<file path="src/rtl/apb_rr_master.sv">
// Two-client round-robin APB master driving one APB slave through SETUP/ACCESS.
// Optional ACCESS-phase timeout abort is enabled by defining APB_TIMEOUT_EN.
module apb_rr_master #(
  parameter int ADDR_W  = 10,
  parameter int DATA_W  = 32,
  parameter int TIMEOUT = 15
) (
  input  logic                  clk,
  input  logic                  reset,
  input  logic [1:0]            req_i,
  input  logic [1:0]            rnw_i,
  input  logic [2*ADDR_W-1:0]   addr_i,
  input  logic [2*DATA_W-1:0]   wdata_i,
  output logic [1:0]            done_o,
  output logic [DATA_W-1:0]     rdata_o,
  output logic                  err_o,
  output logic                  psel_o,
  output logic                  penable_o,
  output logic [ADDR_W-1:0]     paddr_o,
  output logic                  pwrite_o,
  output logic [DATA_W-1:0]     pwdata_o,
  input  logic [DATA_W-1:0]     prdata_i,
  input  logic                  pready_i
);

  typedef enum logic [1:0] {
    IDLE   = 2'd0,
    SETUP  = 2'd1,
    ACCESS = 2'd2
  } state_t;

  state_t              state, state_nxt;
  logic                grant, grant_nxt;
  logic                last, last_nxt;
  logic                sel;
  logic [1:0]          eligible;
  logic                psel_nxt, penable_nxt, pwrite_nxt;
  logic [ADDR_W-1:0]   paddr_nxt;
  logic [DATA_W-1:0]   pwdata_nxt, rdata_nxt;
  logic [1:0]          done_nxt;

`ifdef APB_TIMEOUT_EN
  localparam int CNT_W = (TIMEOUT < 16) ? 4 : $clog2(TIMEOUT + 1);
  logic [CNT_W-1:0]    cnt, cnt_nxt;
  logic                err_nxt;
`endif

  always_comb begin
    state_nxt   = state;
    grant_nxt   = grant;
    last_nxt    = last;
    psel_nxt    = psel_o;
    penable_nxt = penable_o;
    paddr_nxt   = paddr_o;
    pwrite_nxt  = pwrite_o;
    pwdata_nxt  = pwdata_o;
    done_nxt    = '0;
    rdata_nxt   = '0;
    sel         = 1'b0;
    // the client completing this cycle is masked so the other gets a turn
    eligible    = req_i & ~done_o;
`ifdef APB_TIMEOUT_EN
    cnt_nxt     = cnt;
    err_nxt     = 1'b0;
`endif
    case (state)
      IDLE: begin
        if (|eligible) begin
          sel         = (eligible == 2'b11) ? ~last : eligible[1];
          grant_nxt   = sel;
          psel_nxt    = 1'b1;
          paddr_nxt   = sel ? addr_i[2*ADDR_W-1:ADDR_W] : addr_i[ADDR_W-1:0];
          pwrite_nxt  = ~rnw_i[sel];
          pwdata_nxt  = rnw_i[sel] ? '0
                      : (sel ? wdata_i[2*DATA_W-1:DATA_W] : wdata_i[DATA_W-1:0]);
          state_nxt   = SETUP;
        end
      end
      SETUP: begin
        penable_nxt = 1'b1;
        state_nxt   = ACCESS;
`ifdef APB_TIMEOUT_EN
        cnt_nxt     = '0;
`endif
      end
      ACCESS: begin
        if (pready_i) begin
          psel_nxt    = 1'b0;
          penable_nxt = 1'b0;
          paddr_nxt   = '0;
          pwrite_nxt  = 1'b0;
          pwdata_nxt  = '0;
          done_nxt    = grant ? 2'b10 : 2'b01;
          rdata_nxt   = pwrite_o ? '0 : prdata_i;
          last_nxt    = grant;
          state_nxt   = IDLE;
        end
`ifdef APB_TIMEOUT_EN
        // this wait cycle is the TIMEOUT-th one without pready: abort
        else if (cnt == CNT_W'(TIMEOUT - 1)) begin
          psel_nxt    = 1'b0;
          penable_nxt = 1'b0;
          paddr_nxt   = '0;
          pwrite_nxt  = 1'b0;
          pwdata_nxt  = '0;
          done_nxt    = grant ? 2'b10 : 2'b01;
          err_nxt     = 1'b1;
          last_nxt    = grant;
          state_nxt   = IDLE;
        end else begin
          cnt_nxt     = cnt + 1'b1;
        end
`endif
      end
      default: state_nxt = IDLE;
    endcase
  end

  always_ff @(posedge clk or posedge reset) begin
    if (reset) begin
      state     <= IDLE;
      grant     <= 1'b0;
      last      <= 1'b1;
      psel_o    <= 1'b0;
      penable_o <= 1'b0;
      paddr_o   <= '0;
      pwrite_o  <= 1'b0;
      pwdata_o  <= '0;
      done_o    <= '0;
      rdata_o   <= '0;
    end else begin
      state     <= state_nxt;
      grant     <= grant_nxt;
      last      <= last_nxt;
      psel_o    <= psel_nxt;
      penable_o <= penable_nxt;
      paddr_o   <= paddr_nxt;
      pwrite_o  <= pwrite_nxt;
      pwdata_o  <= pwdata_nxt;
      done_o    <= done_nxt;
      rdata_o   <= rdata_nxt;
    end
  end

`ifdef APB_TIMEOUT_EN
  always_ff @(posedge clk or posedge reset) begin
    if (reset) begin
      cnt   <= '0;
      err_o <= 1'b0;
    end else begin
      cnt   <= cnt_nxt;
      err_o <= err_nxt;
    end
  end
`else
  assign err_o = 1'b0;
`endif

endmodule

</file>
<file path="config.mk">
export PLATFORM = sky130hd
export DESIGN_NAME = apb_rr_master
export DESIGN_NICKNAME = d
export VERILOG_FILES = /design/src/rtl/apb_rr_master.sv
export SDC_FILE = /design/constraint.sdc
export NUM_CORES = 1
export LEC_CHECK = 0
export ABC_AREA = 1
export CELL_PAD_IN_SITES_DETAIL_PLACEMENT = 1
export CELL_PAD_IN_SITES_GLOBAL_PLACEMENT = 2
export CORE_MARGIN = 5
export CORE_UTILIZATION = 20
export DETAILED_ROUTE_END_ITERATION = 12
export PLACE_DENSITY = 0.76
export SLEW_MARGIN = 5
export SYNTH_ARGS = -nofsm -noshare
export SYNTH_HDL_FRONTEND = slang
export SYNTH_SLANG_ARGS = --single-unit
</file>
<file path="constraint.sdc">
create_clock -name clk -period 2.8 [get_ports clk]
set_clock_uncertainty 0.05 [all_clocks]
set_input_delay 0.28 -clock clk [delete_from_list [all_inputs] [get_ports clk]]
set_output_delay 0.28 -clock clk [all_outputs]
set_load 0.05 [all_outputs]
</file>
==> results.md <==
Status:
- The flow ran to the end, and the final reports show no timing, DRC or antenna violations.

Yosys:
- The most used flip-flop cell after synthesis is dfrtp_1.
- dfrtp_1 takes more of the synthesized area than any other cell.
- The number of cells produced by synthesis is 478.
- The number of distinct library cells after synthesis is 17.
- Summed over its instances, the top area cell type makes up 54.9% of the synthesized netlist area.
- After synthesis, the mean cell area works out to 7.82 um2.
- After synthesis the netlist holds a flip-flop and latch count of 83.
- The post-synthesis sequential area ratio is 55.6%.
- Synthesis produced a netlist with a net count of 601.
- The share of synthesized registers carrying an async set or reset is 100%.
- Ranked by instance count, the synthesized netlist is headed by 182 x nand2_1, 82 x dfrtp_1, 77 x nand3_1.
- The number of synthesis warnings is 0.
- Yosys attributes the largest share of cell area to dfrtp_1 55%, nand2_1 18%, nand3_1 10%, inv_1 6.0%, nor2_1 3.4%.
- The mapped cell area is 3740 um2.
- In the post-synthesis netlist, the cell with the most instances is nand2_1.
- The number of flops mapped to enable cells by yosys is 0.

Pwr:
- Combinational logic is responsible for 54.1% of the overall power.
- For this design the static power due to leakage is 3.19 nW.
- The fraction of power spent switching nets is 47.2%.
- The internal portion of the total power is 0.00341 W.
- In this run the power spent charging and discharging nets is 0.00305 W.
- The part of the power in registers is 28.2%.
- The clock network is responsible for 17.7% of the overall power.
- The peak supply drop is 0.000268 V.
- The total power after layout is 0.00646 W.
- Power spread over the standard cell area amounts to 1030 nW/um2.

Global route:
- The first global-routing pass estimated 21.9 mm of wire.
- After global routing the overflow that remains totals 0.
- The global routing stage identified its most utilized layer as met2.
- The initial antenna violation count is 0.
- The via count of the first global-routing pass is 4167.
- The met2 track utilization from global routing is 20.9%.
- The global-route met1 utilization is 14.5%.
- In the global route stage, met3 resource usage came out at 6.20%.
- Entering global routing, the biggest net connects 39 pins.
- For this run, the total global-route usage over all layers was measured as 12.7%.

Run:
- The tool flagged a number of max-cap violations equal to 0.

Floorplanning:
- The initial utilization of the core area, before any placement, comes to 20.1%.
- The cell row count is 50.
- In this run the count of I/O pins placed on the die edge is 203.
- The core region is 18600 um2.
- The horizontal die dimension is 147 um.
- The floorplan step defined a die boundary enclosing 21500 um2.
- Measured along the y axis, the die boundary spans 147 um.

Worst setup path:
- The kind of end point of the critical path is a flip-flop.
- At the worst endpoint, the required time is 3.01 ns.
- The category of the critical setup timing path is flip-flop to flip-flop.
- The largest incremental delay on the critical path is 0.54 ns.
- STA puts the critical path data arrival time at 2.22 ns.
- The signal on the critical path passes through nand3_2, nand2_2, nand2_1, nand2_2, nand3_1, nand2_1.
- Together, buffers and inverters on the worst path number 0.
- In this run the worst path has a maximum fanout of 33.
- The startpoint kind of the worst setup timing path is a flip-flop.
- The cell family with the largest share of critical-path delay is simple AND/OR/NAND/NOR gates.
- The slowest cell on the critical path is dfstp_2.

STA:
- In the final timing run, aggregate negative setup slack is 0 ns.
- The count of final hold-check violations is 0.
- Setup slack on the critical path of the routed design comes to 0.788 ns.
- The slew at the pin closest to its max-slew limit is 0.683 ns.
- Setup violations remaining at the end of the flow were counted as 0.
- The relative max-transition margin is 54.4%.
- The worst path needs 2.01 ns of the cycle, external delays included.
- The post-route fraction of the period consumed by the critical path is 71.9%.
- The maximum frequency from static timing analysis is 497 MHz.
- The max-slew violation count is 0.
- Setup repair after global routing left no endpoint under its margin.

CTS:
- For this design, the CTS-stage hold fixing added 0 buffers.
- The tree built by TritonCTS fans out to 83 sinks.
- Buffers inserted during clock tree synthesis total 9.
- The H-tree was split into 3 levels.
- The count of instances resized after the clock tree is built is 0.
- Buffers added to address setup during post-CTS repair amount to 0.
- The cell at the root of the clock tree is clkbuf_16.
- At the later pin of the worst-skew pair, clock insertion delay measures 0.33 ns.
- The worst-case clock buffer depth is 2.
- TritonCTS built the clock tree.
- Clock-pin slew was measured on the worst setup and hold paths at 0.06 ns.

Detailed routing:
- Dividing the detail-routed via count by the number of cells gives 4.08.
- Dividing the detail-routed wire length by the instance count gives 15.0 um.
- The number of DRC violations after detailed routing is 0.
- The detail route stage leaves a number of antenna-violating nets equal to 0.
- After the first detailed-routing iteration, the DRC count stood at 90.
- The number of iterations in the first detailed-routing pass is 4.
- Across all layers, the routed design uses 3713 vias.
- The final routed wirelength across all metal layers is 13.7 mm.

Layout:
- In the final layout, the share of cells above drive strength 1 is 4.73%.
- The multi-input combinational cells in the finished layout cover a total of 1280 um2.
- Registers take 2080 um2.
- The number of antenna cells inserted is 0.
- The count of placed standard cells in the final layout, fillers left out is 910.
- Counting the fill cells in the layout gives 2175.
- For this run, the post-layout net count is 796.
- The final standard cell area without fillers is 6290 um2.
- The layout-stage area growth over the synthesis result is 68.2%.

Placed design:
- OpenSTA, run right after detailed placement, puts the worst setup slack at 0.417 ns.
- Summing all placed instances gives a cell area of 6010 um2.
- The half-perimeter wire length of the detailed placement result is 10.6 mm.
- Input and output buffers added on the ports amount to 201.
- At the end of routability-driven placement, the weighted congestion stood at 0.711.
- Including well taps, the total number of placed cells is 896.

Hold path:
- The min-delay analysis places its worst path in the category input pin to async pin.
==> final timing paths <==
kind,from,to,slack [ns],cells past startpoint
max,last,pwdata_o[2],0.79,6
min,reset,rdata_o[28],0.31,2
max reg2reg,last,pwdata_o[2],0.79,6
min reg2reg,grant,done_o[0],0.38,1
max in group asynchronous,reset,pwdata_o[24],1.71,3
min in group clk,grant,done_o[0],0.38,1
==> cells by family (layout without fill, tap and decap cells) <==
kind of cell,count (synthesis),after routing,synth area share [%]
simple gates,299,299,33.2
compound gates,5,5,0.971
flops,83,83,55.6
buf+inv,90,288,10.1
other cells,1,1,0.100
==> registers in the layout, indices dropped and copies added (netlist names) <==
| signal | count |
|---|---|
| done_o | 2 |
| grant | 1 |
| last | 1 |
| paddr_o | 10 |
| penable_o | 1 |
| psel_o | 1 |
| pwdata_o | 32 |
| pwrite_o | 1 |
| rdata_o | 32 |
| state | 2 |
==> power by group through the flow <==
stage / sequential (W) / clock (W) / combinational [W]
finish: 0.00182 / 0.00114 / 0.00350
detailed placement: 0.00185 / 0 / 0.00355
floorplan: 0.00314 / 0 / 0.000890
CTS: 0.00183 / 0.00121 / 0.00357
global route: 0.00188 / 0.00125 / 0.00374
global placement: 0.00184 / 0 / 0.00349
==> layer usage <==
layer / routed length, um / part of all wire [%]
met5: 0 / 0
met1: 5560 / 41
met3: 1460 / 11
met2: 6490 / 47
met4: 165 / 1.2
==> placed cells by master (no fill, tap or decap) <==
cell type	instances
clkdlybuf4s50_1	201
nand2_1	182
dfrtp_1	82
nand3_1	77
inv_1	59
nor2_1	34
clkbuf_16	9
buf_4	6
inv_2	4
o21ai_0	4
nand2_2	3
clkbuf_1	3
buf_12	3
nand3_2	1
nor2_4	1
a21oi_4	1
nand4_1	1
clkinv_2	1
conb_1	1
clkinv_4	1
bufinv_16	1
dfstp_2	1
==> stage by stage <==
stage               hold slack, ns  utilization, %
finish                       0.307            33.8
global route                 0.364            33.8
CTS                          0.318            33.8
detailed placement           0.375            32.4
global placement             0.361            32.4
floorplan                    0.336               -
==> layout make-up <==
class	count	area share, %
Timing Repair Buffer	210	33.7
Sequential cell	83	33.1
Multi-Input combinational cell	305	20.4
Tap cell	234	4.66
Inverter	64	3.84
Clock buffer	12	3.76
Clock inverter	2	0.617
==> worst reg2reg max path, delay by kind of cell, from the launching register on <==
family,cells,cell delay (ns)
DFF,1,0.54
and+or+nand+nor,6,1.37
Note: power is estimated with default switching activity, not from simulation.
